`config.mk`:
```
export PLATFORM = sky130hd
export DESIGN_NAME = clock_time_ctrl
export DESIGN_NICKNAME = d
export VERILOG_FILES = /design/src/rtl/clock_time_ctrl.sv
export SDC_FILE = /design/constraint.sdc
export NUM_CORES = 1
export LEC_CHECK = 0
export CAP_MARGIN = 20
export CORE_UTILIZATION = 27
export CTS_BUF_LIST = sky130_fd_sc_hd__clkbuf_4
export DETAILED_ROUTE_END_ITERATION = 6
export GPL_ROUTABILITY_DRIVEN = 0
export GPL_TIMING_DRIVEN = 0
export PLACE_DENSITY_LB_ADDON = 0.2
export SLEW_MARGIN = 30
export SYNTH_ARGS = -nofsm -noshare
export SYNTH_HDL_FRONTEND = slang
export SYNTH_SLANG_ARGS = --single-unit
export TNS_END_PERCENT = 10
```
`constraint.sdc`:
```
create_clock -name clk -period 1.9 [get_ports clk]
set_input_delay 0.475 -clock clk [delete_from_list [all_inputs] [get_ports clk]]
set_output_delay 0.475 -clock clk [all_outputs]
set_load 0.02 [all_outputs]
```
`src/rtl/clock_time_ctrl.sv`:
```
// Time-of-day sequencer: BCD HH:MM:SS cascade on 1 Hz tick plus a button-driven set-mode FSM.
// Optional build macro CLOCK_12H_EN adds a pm output and 12-hour presentation of the hour digits.
module clock_time_ctrl #(
   parameter logic [3:0] INIT_HR_T  = 4'd0,
   parameter logic [3:0] INIT_HR_U  = 4'd0,
   parameter logic [3:0] INIT_MIN_T = 4'd0,
   parameter logic [3:0] INIT_MIN_U = 4'd0
) (
   input  logic       clk,
   input  logic       reset,
   input  logic       tick,
   input  logic       btn_mode,
   input  logic       btn_inc,
   output logic [3:0] hr_t,
   output logic [3:0] hr_u,
   output logic [3:0] min_t,
   output logic [3:0] min_u,
   output logic [3:0] sec_t,
   output logic [3:0] sec_u,
   output logic [1:0] mode,
   output logic [1:0] blank,
   output logic       day_pulse
`ifdef CLOCK_12H_EN
   ,
   output logic       pm
`endif
);

   typedef enum logic [1:0] {RUN = 2'd0, SET_HR = 2'd1, SET_MIN = 2'd2} state_t;

   state_t     state_q, n_state;
   logic       blink_q, n_blink;
   logic [3:0] h_t, h_u;
   logic [3:0] n_ht, n_hu, n_mt, n_mu, n_st, n_su;
   logic       n_day;
   logic [8:0] h_inc, m_inc;

   // {wrap, tens, units} for a 00..23 hour pair
   function automatic logic [8:0] inc_hr(input logic [3:0] t, input logic [3:0] u);
      if (t == 4'd2 && u == 4'd3) return {1'b1, 4'd0, 4'd0};
      else if (u == 4'd9)         return {1'b0, t + 4'd1, 4'd0};
      else                        return {1'b0, t, u + 4'd1};
   endfunction

   function automatic logic [8:0] inc_min(input logic [3:0] t, input logic [3:0] u);
      if (u != 4'd9)       return {1'b0, t, u + 4'd1};
      else if (t == 4'd5)  return {1'b1, 4'd0, 4'd0};
      else                 return {1'b0, t + 4'd1, 4'd0};
   endfunction

`ifdef CLOCK_12H_EN
   // {pm, tens, units}: 00 -> 12 AM, 13..23 -> 01..11 PM
   function automatic logic [8:0] to12(input logic [3:0] t, input logic [3:0] u);
      logic [4:0] hv, dv;
      hv = 5'(t) * 5'd10 + 5'(u);
      if (hv == 5'd0)       dv = 5'd12;
      else if (hv > 5'd12)  dv = hv - 5'd12;
      else                  dv = hv;
      if (dv >= 5'd10) return {hv >= 5'd12, 4'd1, 4'(dv - 5'd10)};
      else             return {hv >= 5'd12, 4'd0, 4'(dv)};
   endfunction
`endif

   assign h_inc = inc_hr(h_t, h_u);
   assign m_inc = inc_min(min_t, min_u);
   assign mode  = state_q;

   always_comb begin
      n_state = state_q;
      n_blink = blink_q;
      n_ht    = h_t;
      n_hu    = h_u;
      n_mt    = min_t;
      n_mu    = min_u;
      n_st    = sec_t;
      n_su    = sec_u;
      n_day   = 1'b0;
      case (state_q)
         RUN: begin
            if (btn_mode) begin
               n_state = SET_HR;
               n_st    = 4'd0;
               n_su    = 4'd0;
               n_blink = 1'b0;
            end else if (tick) begin
               n_su = (sec_u == 4'd9) ? 4'd0 : sec_u + 4'd1;
               if (sec_u == 4'd9) n_st = (sec_t == 4'd5) ? 4'd0 : sec_t + 4'd1;
               if (sec_u == 4'd9 && sec_t == 4'd5) begin
                  {n_mt, n_mu} = m_inc[7:0];
                  if (m_inc[8]) begin
                     {n_ht, n_hu} = h_inc[7:0];
                     n_day        = h_inc[8];
                  end
               end
            end
         end
         SET_HR: begin
            if (btn_mode) begin
               n_state = SET_MIN;
               n_blink = 1'b0;
            end else begin
               if (tick)    n_blink      = ~blink_q;
               if (btn_inc) {n_ht, n_hu} = h_inc[7:0];
            end
         end
         SET_MIN: begin
            if (btn_mode) begin
               n_state = RUN;
               n_blink = 1'b0;
            end else begin
               if (tick)    n_blink      = ~blink_q;
               if (btn_inc) {n_mt, n_mu} = m_inc[7:0];
            end
         end
         default: begin
            n_state = RUN;
            n_blink = 1'b0;
         end
      endcase
   end

   always_ff @(posedge clk) begin
      if (reset) begin
         state_q   <= RUN;
         blink_q   <= 1'b0;
         blank     <= 2'b00;
         day_pulse <= 1'b0;
         h_t       <= INIT_HR_T;
         h_u       <= INIT_HR_U;
         min_t     <= INIT_MIN_T;
         min_u     <= INIT_MIN_U;
         sec_t     <= 4'd0;
         sec_u     <= 4'd0;
`ifdef CLOCK_12H_EN
         {pm, hr_t, hr_u} <= to12(INIT_HR_T, INIT_HR_U);
`endif
      end else begin
         state_q   <= n_state;
         blink_q   <= n_blink;
         blank     <= {(n_state == SET_HR) && n_blink, (n_state == SET_MIN) && n_blink};
         day_pulse <= n_day;
         h_t       <= n_ht;
         h_u       <= n_hu;
         min_t     <= n_mt;
         min_u     <= n_mu;
         sec_t     <= n_st;
         sec_u     <= n_su;
`ifdef CLOCK_12H_EN
         {pm, hr_t, hr_u} <= to12(n_ht, n_hu);
`endif
      end
   end

`ifndef CLOCK_12H_EN
   assign hr_t = h_t;
   assign hr_u = h_u;
`endif

endmodule

```
==> results of run 1 <==
==> Yosys cell counts (4+ instances only) <==
cell type | number | area share [%]
clkbuf_1 | 6 | 1.3
o21ai_0 | 10 | 2.9
inv_1 | 11 | 2.4
nand4b_1 | 5 | 2.5
nor2b_1 | 4 | 1.4
nor2_1 | 15 | 3.2
nand2_1 | 9 | 1.9
or3_1 | 5 | 1.8
o31ai_1 | 7 | 3.0
ha_1 | 12 | 8.6
a21oi_1 | 18 | 5.1
or4_1 | 12 | 5.1
dfxtp_1 | 30 | 34
==> repair_timing <==
action | in CTS | in global routing
setup endpoints to repair | 33 | 35
hold buffers | 0 | 0
setup buffers | 3 | 10
pin swaps | 4 | 6
resized for setup | 17 | 35
==> layer usage <==
layer  track usage, %  vias to the layer above  wire [um]
met5                0                        -          0
met4            6.207                        0         62
met3            3.297                        4        154
met2            21.82                       23       2150
met1            18.03                      775       2079
li1                 -                      848          -
==> area by class of cell <==
cell class | count | area share [%]
Buffer | 7 | 1.503
Clock buffer | 6 | 1.804
Clock inverter | 2 | 0.3507
Inverter | 11 | 1.854
Multi-Input combinational cell | 148 | 46.79
Sequential cell | 30 | 24.95
Tap cell | 77 | 3.858
Timing Repair Buffer | 46 | 18.89
==> sequential cells by signal (all words and copies together) (netlist names) <==
name	flops
hr_u	4
mode	2
hr_t	4
blank	2
day_pulse	1
blink_q	1
sec_t	4
min_u	4
sec_u	4
min_t	4
==> cells by family after synthesis <==
kind of cell | Yosys count | share of synthesized area (%)
mux | 2 | 1.140
fa+ha+maj | 12 | 8.553
compound gates | 49 | 18.53
buf+inv | 19 | 4.348
simple gates | 81 | 31.22
xor+xnor | 4 | 1.996
flops | 30 | 34.21
==> final timing paths <==
path | startpoint | slack [ns] | cells after the start | to
worst max-delay path | sec_u[1]$_SDFFE_PP0P_ | -0.02 | 6 | hr_t[2]$_SDFFE_PP0P_
worst min-delay path | min_t[3]$_SDFFE_PP0P_ | 0.53 | 2 | min_t[3]$_SDFFE_PP0P_
worst max register to register | sec_u[1]$_SDFFE_PP0P_ | -0.02 | 6 | hr_t[2]$_SDFFE_PP0P_
worst min register to register | min_t[3]$_SDFFE_PP0P_ | 0.53 | 2 | min_t[3]$_SDFFE_PP0P_
==> power breakdown <==
part           switching [mW]  internal (mW)
Clock                   0.223          0.153
Combinational           0.189          0.166
Sequential             0.0258          0.648
Total                   0.438          0.967
==> critical path, cell delays in order (launching register included) <==
cell	delay [ns]
dfxtp_4	0.35
inv_1	0.08
ha_4	0.15
nand3b_4	0.09
o41a_4	0.54
or4_1	0.53
a21oi_2	0.12
==> key figures, run 1 <==
Worst setup path
  • Data arrival time of the critical path: 2.18 ns
  • Worst setup path category: reg -> reg
  • Max FO, Critical Path: 5
  • Startpoint class of the critical path: flop
  • CP required: 2.16 ns
  • Critical path capture point type: flop

Placement
  • Number of instances in the placed design: 307
  • Placed cell areas: 0.002222 sq mm
  • Count of port buffers added during placement: 33
  • Worst setup slack before clock tree synthesis: -0.6257 ns
  • Half-perimeter wire length after placement: 3.066 mm

Die
  • Core footprint: 0.006314 sq mm
  • Initial Utilization: 27.80%
  • Number of standard-cell rows in the floorplan: 29
  • Floorplan die width: 82.63 um
  • Count of pins on the block boundary: 34
  • Y dimension of the die: 82.63 um
  • Total die area: 0.006828 sq mm

Drt
  • ANT nets after route: 0
  • Wire length reported by the detailed router: 4.446 mm
  • Drt drc: 0
  • Pre-antenna DRT Iters: 4
  • Number of violations reported at the end of detailed-routing iteration 0: 74
  • Via density per instance: 5.046
  • Average wire per cell in the routed design: 13.60 um
  • Total number of vias: 1,650

STA
  • Hold Slack: 0.5285 ns
  • Highest Clock Rate: 520.9 MHz
  • Relative slew margins: 56.26%
  • Final worst-path setup slack: -0.01978 ns
  • Final TNS setup: -0.05714 ns
  • Period utilization: 101.0%
  • Worst clock skew on the final layout: 0.006758 ns
  • Actual transition at the worst max-transition pin: 0.6562 ns
  • Count of pins over their slew limit: 0
  • Number of endpoints with negative hold slack in the final report: 0
  • Setup Viol. Count Final: 4
  • Setup repair after global routing missed its margin: true
  • Min Clock Period, post-route: 1.920 ns

Logic synthesis
  • Post-synthesis instance area: 0.001755 sq mm
  • Distinct cell type count after synthesis: 50
  • Mean Syn Cell Area: 8.911 sq um
  • Synth Register Bits: 30
  • Number of warnings reported in the yosys synthesis log: 0
  • Fraction of synthesis flops using an asynchronous set or reset pin: 0%
  • Proportion of synthesized chip area in sequential cells: 34.21%
  • Total nets after synthesis: 214
  • EDFF count, synth: 0
  • Synthesized instance count: 197
  • Most instantiated flip-flop cell in the synthesis netlist: dfxtp_1

Global routing
  • Global-route total usage across every layer: 13.91%
  • Largest net degree at the start of global routing: 11
  • Number of antenna violations at the first check in global routing: 0
  • Vias in the first global route: 1,434
  • Gr ovfl total: 0
  • First-pass GRT wire length: 7.024 mm

Layout
  • Number of diodes: 0
  • Most frequent cells in the layout: 24 x dfxtp_1, 19 x dlymetal6s2s_1, 16 x a21oi_1
  • Post-route design area: 0.002497 sq mm
  • Area Overhead vs Synth: 42.27%
  • Number of standard cells in the layout, taps in and fillers out: 327
  • Area taken by flip-flops and latches: 623.1 sq um
  • Net count, final: 266
  • End-of-flow core utilization: 39.56%
  • Footprint of the multi-input gates: 0.001169 sq mm
  • Leading cell type in the layout, fill and taps excluded: dfxtp_1
  • Filler cell count in the final layout: 658
  • Layout cells sized above 1: 22.40%

CTS
  • Worst-case clock buffer depth: 2
  • TritonCTS buffer count: 5
  • Clock slew at reported path FFs: 0.09 ns
  • H-tree depth: 2
  • CTS tree: done
  • Number of sinks driven by the clock tree: 30
  • Root Buffer Master: clkbuf_4
  • Clock latency at the later pin of the worst-skew pair: 0.33 ns

Pwr
  • Leakage Power: 1.209 nW
  • PwrDens: 562.8 mW/mm^2
  • Worst vdd ir: 0.2293 mV
  • Tot Pwr: 1.406 mW

Job
  • Max-cap violations: 0

Min path
  • Hold WC Path Type: reg -> reg

Run status
  • Run status: finished with violations
  • Violated checks: setup timing
No activity file was read; power rests on OpenSTA's default activity.
==> inputs of run 2 (changes only) <==
--- a/config.mk
+++ b/config.mk
@@ -6,7 +6,7 @@
 export NUM_CORES = 1
 export LEC_CHECK = 0
 export CAP_MARGIN = 20
-export CORE_UTILIZATION = 27
+export CORE_UTILIZATION = 35
 export CTS_BUF_LIST = sky130_fd_sc_hd__clkbuf_4
 export DETAILED_ROUTE_END_ITERATION = 6
 export GPL_ROUTABILITY_DRIVEN = 0
==> run 2 against run 1 <==
Compared with the run above:
- the run still ends with setup timing left
- clock-buffer cell count is 2 higher
- clock power is 11% higher
- routed wire length is 6.8% lower
- first-iteration DRC count is 55% higher
- sequential cell count stayed put
- register-to-register slack worse by 0.04 ns
- via count is 0.55% lower
- non-clock buffer count is 9 lower
- sequential power hardly changed
- final area is 5.0% lower
- global-route usage is 2.9 points higher
- critical path type unchanged
- largest cell class unchanged
- highest routed layer unchanged
==> key figures, run 2 (synthesis results as in run 1) <==
Worst setup path
  • CP Launch Point: mode[0]$_SDFF_PP0_
  • Worst-case register-to-register setup slack: -0.06 ns
  • Reg-to-reg critical path startpoint: mode[0]$_SDFF_PP0_
  • Max FO, Critical Path: 6
  • Worst Reg-to-Reg Cells: 6
  • Capturing element of the worst setup path: min_u[1]$_SDFFE_PP0P_
  • Data arrival time of the critical path: 2.24 ns
  • R2R Path End: min_u[1]$_SDFFE_PP0P_
  • Worst setup path category: reg -> reg
  • Startpoint class of the critical path: flop
  • CP required: 2.18 ns
  • Critical path capture point type: flop

Pwr
  • Sw Ratio: 30.56%
  • Share of power burned in combinational logic: 22.3%
  • PwrDens: 592.0 mW/mm^2
  • Switching power total: 0.4294 mW
  • Register share of total power: 48.1%
  • Worst vdd ir: 0.2941 mV
  • Leakage Power: 1.078 nW
  • Tot Pwr: 1.405 mW
  • Internal power component: 0.9757 mW
  • Fraction of power consumed by the clock network: 29.6%

Layout
  • Leading cell type in the layout, fill and taps excluded: dfxtp_1
  • Area Overhead vs Synth: 35.21%
  • End-of-flow core utilization: 49.59%
  • Number of standard cells in the layout, taps in and fillers out: 308
  • Number of diodes: 0
  • Most frequent cells in the layout: 24 x dfxtp_1, 16 x a21oi_1, 15 x nor2_1
  • Layout cells sized above 1: 18.67%
  • Net count, final: 257

Drt
  • Pre-antenna DRT Iters: 4
  • Drt drc: 0
  • ANT nets after route: 0
  • Average wire per cell in the routed design: 13.45 um
  • Number of violations reported at the end of detailed-routing iteration 0: 115
  • Via density per instance: 5.328
  • Total number of vias: 1,641
  • Wire length reported by the detailed router: 4.143 mm

Die
  • Floorplan die width: 72.82 um
  • Total die area: 0.005303 sq mm
  • Core footprint: 0.004786 sq mm
  • Initial Utilization: 36.68%
  • Count of pins on the block boundary: 34
  • Y dimension of the die: 72.82 um
  • Number of standard-cell rows in the floorplan: 25

STA
  • Worst clock skew on the final layout: 0.006194 ns
  • Final TNS setup: -0.1827 ns
  • Highest Clock Rate: 509.9 MHz
  • Actual transition at the worst max-transition pin: 0.5186 ns
  • Final worst-path setup slack: -0.06109 ns
  • Min Clock Period, post-route: 1.961 ns
  • Count of pins over their slew limit: 0
  • Setup repair after global routing missed its margin: true
  • Setup Viol. Count Final: 4
  • Number of endpoints with negative hold slack in the final report: 0
  • Relative slew margins: 65.43%
  • Period utilization: 103.2%

CTS
  • CTS tree: done
  • H-tree depth: 2
  • Number of sinks driven by the clock tree: 30
  • Clock latency at the later pin of the worst-skew pair: 0.34 ns
  • Clock slew at reported path FFs: 0.09 ns
  • Worst-case clock buffer depth: 2
  • TritonCTS buffer count: 5
  • Root Buffer Master: clkbuf_4

Job
  • Max-cap violations: 0

Placement
  • Half-perimeter wire length after placement: 2.844 mm
  • Number of instances in the placed design: 297
  • Count of port buffers added during placement: 33

Global routing
  • Gr ovfl total: 0
  • First-pass GRT wire length: 6.734 mm
  • Largest net degree at the start of global routing: 11
  • Global-route total usage across every layer: 16.78%
  • Number of antenna violations at the first check in global routing: 0
  • Vias in the first global route: 1,422

Run status
  • Violated checks: setup timing
  • Run status: finished with violations

Min path
  • Hold WC Path Type: reg -> reg
-- run 2: cell types whose count changed in the layout (fill, tap and decap cells not counted), moves of 2 or more --
cell            before  now
ha_1                 7   10
buf_4               13    3
buf_2                2    0
dfxtp_2              0    2
clkbuf_4             6    8
dlymetal6s2s_1      19   12
dfxtp_4              6    4
ha_4                 3    1
dlygate4sd2_1        3   10
nor3_2               0    2
-- run 2: cell type report --
cell class / instances / area [sq um]
sequential: 30 / 618.1
tap: 67 / 83.83
fill: 449 / 2412
multi-input combinational: 148 / 1137
inverter: 11 / 46.29
buffer: 8 / 57.56
clock buffer: 8 / 60.06
timing repair buffer: 36 / 370.4
-- run 2: metrics by stage --
step	area (sq um)	hold slack, ns	setup slack, ns
floorplan	1795	0.5188	-0.05661
global placement	2210	0.4853	-0.6213
detailed placement	2210	0.4974	-0.6062
CTS	2313	0.4994	-0.04352
global route	2374	0.5369	-0.1447
finish	2374	0.4990	-0.06109
-- run 2: worst min-delay path by stage --
stage	start	cells past startpoint	endpoint
2_1_floorplan	sec_t[0]$_SDFFE_PP0P_	2	sec_t[0]$_SDFFE_PP0P_
3_3_place_gp	sec_t[0]$_SDFFE_PP0P_	2	sec_t[0]$_SDFFE_PP0P_
3_5_place_dp	sec_t[0]$_SDFFE_PP0P_	2	sec_t[0]$_SDFFE_PP0P_
4_1_cts	sec_t[1]$_SDFFE_PP0P_	2	sec_t[1]$_SDFFE_PP0P_
5_1_grt	sec_t[0]$_SDFFE_PP0P_	2	sec_t[0]$_SDFFE_PP0P_
6_report	sec_t[1]$_SDFFE_PP0P_	2	sec_t[1]$_SDFFE_PP0P_
-- run 2: worst max-delay path: stages (launching register included) --
cell and delay, ns:
dfxtp_4 0.38, inv_4 0.04, ha_1 0.23, mux2i_2 0.20, or3b_4 0.42, or4_1 0.50
a21oi_2 0.12
-- run 2: per-layer routing --
metal | global-route usage, % | routed length [um]
met1 | 22.78 | 2084
met3 | 4.282 | 162
met2 | 24.51 | 1811
met4 | 8.497 | 85
met5 | 0 | 0
-- run 2: timing repair --
| item | in CTS | in global routing |
|---|---|---|
| pin swaps | 3 | 2 |
| setup endpoints to repair | 26 | 34 |
| resized for setup | 21 | 24 |
| cloned | 0 | 0 |
| hold buffers | 0 | 0 |
| setup buffers | 3 | 0 |
-- run 2: power groups by stage --
stage          Sequential (mW)  Combinational, mW  Clock (mW)
2_1_floorplan            0.710              0.173           0
3_3_place_gp             0.693              0.284           0
3_5_place_dp             0.693              0.283           0
4_1_cts                  0.675              0.310       0.426
5_1_grt                  0.681              0.344       0.458
6_report                 0.676              0.313       0.416
==> inputs of run 3 (changes only) <==
--- a/config.mk
+++ b/config.mk
@@ -6,12 +6,14 @@
 export NUM_CORES = 1
 export LEC_CHECK = 0
 export CAP_MARGIN = 20
+export CORE_MARGIN = 10
 export CORE_UTILIZATION = 35
 export CTS_BUF_LIST = sky130_fd_sc_hd__clkbuf_4
 export DETAILED_ROUTE_END_ITERATION = 6
 export GPL_ROUTABILITY_DRIVEN = 0
 export GPL_TIMING_DRIVEN = 0
 export PLACE_DENSITY_LB_ADDON = 0.2
+export SKIP_LAST_GASP = 1
 export SLEW_MARGIN = 30
 export SYNTH_ARGS = -nofsm -noshare
 export SYNTH_HDL_FRONTEND = slang
==> run 3 against run 2 <==
Compared with the run above:
- the run still ends with setup timing left
- non-clock buffer count increased by 5
- sequential power about the same
- via count increased by 1.1%
- register-to-register slack got worse by 0.02 ns
- sequential cell count unchanged
- final area increased by 2.1%
- clock skew increased by 0.0014 ns
- hold slack got worse by 0.0020 ns
- combinational power increased by 14%
- largest cell class unchanged
- largest power group unchanged
==> key figures, run 3 (synthesis results as in run 1) <==
Worst setup path
  • Worst Reg-to-Reg Cells: 7
  • CP required: 2.16 ns
  • R2R Path End: min_u[3]$_SDFFE_PP0P_
  • Worst setup path category: reg -> reg
  • Reg-to-reg critical path startpoint: mode[1]$_SDFF_PP0_
  • Category of cells accounting for the largest share of critical-path delay: simple AND/OR/NAND/NOR gates
  • CP bufs+invs: 2
  • Worst path most repeated cell: buf_4
  • Startpoint class of the critical path: flop
  • Worst-case register-to-register setup slack: -0.08 ns
  • Critical path capture point type: flop
  • Max FO, Critical Path: 5
  • Critical-path cell with the highest stage delay: or3b_4
  • Delay of the slowest critical-path stage: 0.43 ns
  • CP Launch Point: mode[1]$_SDFF_PP0_
  • Data arrival time of the critical path: 2.24 ns
  • Cells along the critical path: buf_4 -> ha_4 -> mux2i_4 -> or3b_4 -> buf_4 -> or3_1 -> a31oi_1

Layout
  • Area Overhead vs Synth: 38.06%
  • Number of diodes: 0
  • Leading cell type in the layout, fill and taps excluded: clkdlybuf4s50_1
  • Most frequent cells in the layout: 30 x clkdlybuf4s50_1, 24 x dfxtp_1, 16 x a21oi_1
  • Post-route design area: 0.002424 sq mm
  • Net count, final: 262
  • Layout cells sized above 1: 20.73%
  • Number of standard cells in the layout, taps in and fillers out: 313

Global routing
  • Vias in the first global route: 1,635
  • Largest net degree at the start of global routing: 11
  • Global-route total usage across every layer: 11.27%
  • First-pass GRT wire length: 7.838 mm
  • Gr ovfl total: 0
  • Number of antenna violations at the first check in global routing: 0

Drt
  • ANT nets after route: 0
  • Number of violations reported at the end of detailed-routing iteration 0: 70
  • Average wire per cell in the routed design: 14.60 um
  • Via density per instance: 5.300
  • Wire length reported by the detailed router: 4.569 mm
  • Pre-antenna DRT Iters: 4
  • Total number of vias: 1,659
  • Drt drc: 0

Pwr
  • Tot Pwr: 1.449 mW
  • Worst vdd ir: 0.3755 mV
  • Leakage Power: 0.8644 nW
  • PwrDens: 597.8 mW/mm^2

Placement
  • Half-perimeter wire length after placement: 3.199 mm
  • Number of instances in the placed design: 297
  • Placed cell areas: 0.002210 sq mm
  • Worst setup slack before clock tree synthesis: -0.6060 ns
  • Count of port buffers added during placement: 33

STA
  • Min Clock Period, post-route: 1.977 ns
  • Setup Viol. Count Final: 11
  • Relative slew margins: 52.67%
  • Final TNS setup: -0.3490 ns
  • Number of endpoints with negative hold slack in the final report: 0
  • Final worst-path setup slack: -0.07685 ns
  • Worst clock skew on the final layout: 0.007596 ns
  • Highest Clock Rate: 505.9 MHz
  • Setup repair after global routing missed its margin: true
  • Actual transition at the worst max-transition pin: 0.7008 ns
  • Count of pins over their slew limit: 0
  • Period utilization: 104.0%

Die
  • Number of standard-cell rows in the floorplan: 25
  • Y dimension of the die: 90.82 um
  • Total die area: 0.008248 sq mm
  • Core footprint: 0.004786 sq mm
  • Count of pins on the block boundary: 34
  • Floorplan die width: 90.82 um
  • Initial Utilization: 36.68%

Min path
  • Endpoint of the worst hold-timing path: sec_t[1]$_SDFFE_PP0P_
  • Hold WC Path Type: reg -> reg
  • WHS Path Cells: 2
  • Launch instance of the worst min-delay path: sec_t[1]$_SDFFE_PP0P_

CTS
  • H-tree depth: 2
  • CTS tree: done
  • Number of sinks driven by the clock tree: 30
  • Clock latency at the later pin of the worst-skew pair: 0.33 ns
  • Worst-case clock buffer depth: 2
  • Hold buffers post-CTS: 0
  • TritonCTS buffer count: 5
  • Clock slew at reported path FFs: 0.10 ns
  • Root Buffer Master: clkbuf_4

Run status
  • Run status: finished with violations
  • Violated checks: setup timing

Job
  • Max-cap violations: 0
-- run 3: cell types whose count changed in the layout (fill, tap and decap cells not counted), moves of 6 or more --
| cell | delta |
|---|---|
| clkdlybuf4s50_1 | +19 |
| dlymetal6s2s_1 | -11 |
| dlygate4sd2_1 | -8 |
| buf_4 | +6 |
-- run 3: worst max-delay path by stage --
stage	end	slack (ns)	depth (start not counted)
global route	min_u[3]$_SDFFE_PP0P_	-0.12	7
global placement	min_u[2]$_SDFFE_PP0P_	-0.62	6
CTS	min_u[1]$_SDFFE_PP0P_	-0.05	6
floorplan	hr_u[3]$_SDFFE_PP0P_	-0.06	8
detailed placement	min_u[2]$_SDFFE_PP0P_	-0.61	6
finish	min_u[3]$_SDFFE_PP0P_	-0.08	7
-- run 3: report_power, final --
part / switching (mW) / internal [mW]
Combinational: 0.193 / 0.166
Sequential: 0.0287 / 0.650
Clock: 0.221 / 0.190
-- run 3: repair_timing --
| item | in CTS | in global routing |
|---|---|---|
| resized for setup | 12 | 17 |
| endpoints found under the hold margin | 0 | 0 |
| endpoints found under the setup margin | 32 | 43 |
| pin swaps | 2 | 6 |
| setup buffers | 4 | 5 |
-- run 3: metal layers --
layer  routed length (um)  GRT usage (%)
met4                   42          4.569
met2                 2100          17.13
met3                  308          4.406
met5                    0              0
met1                 2117          13.83
-- run 3: per-stage QoR --
step	hold slack [ns]	utilization (%)
floorplan	0.5188	-
global placement	0.4856	46.17
detailed placement	0.4930	46.17
CTS	0.5091	48.68
global route	0.5257	50.64
finish	0.4970	50.64
-- run 3: area by class of cell --
cell class              count  area [sq um]
fillers                   463          2362
multi-input cells         148          1180
flip-flops and latches     30         615.6
repair buffers             42         397.9
well taps                  67         83.83
clock buffers               8         60.06
inverters                  11         46.29
plain buffers               7         40.04
-- run 3: worst register-to-register path, cell delays in order (launching register included) --
cell	delay [ns]
dfxtp_4	0.37
buf_4	0.14
ha_4	0.17
mux2i_4	0.20
or3b_4	0.43
buf_4	0.15
or3_1	0.33
a31oi_1	0.12
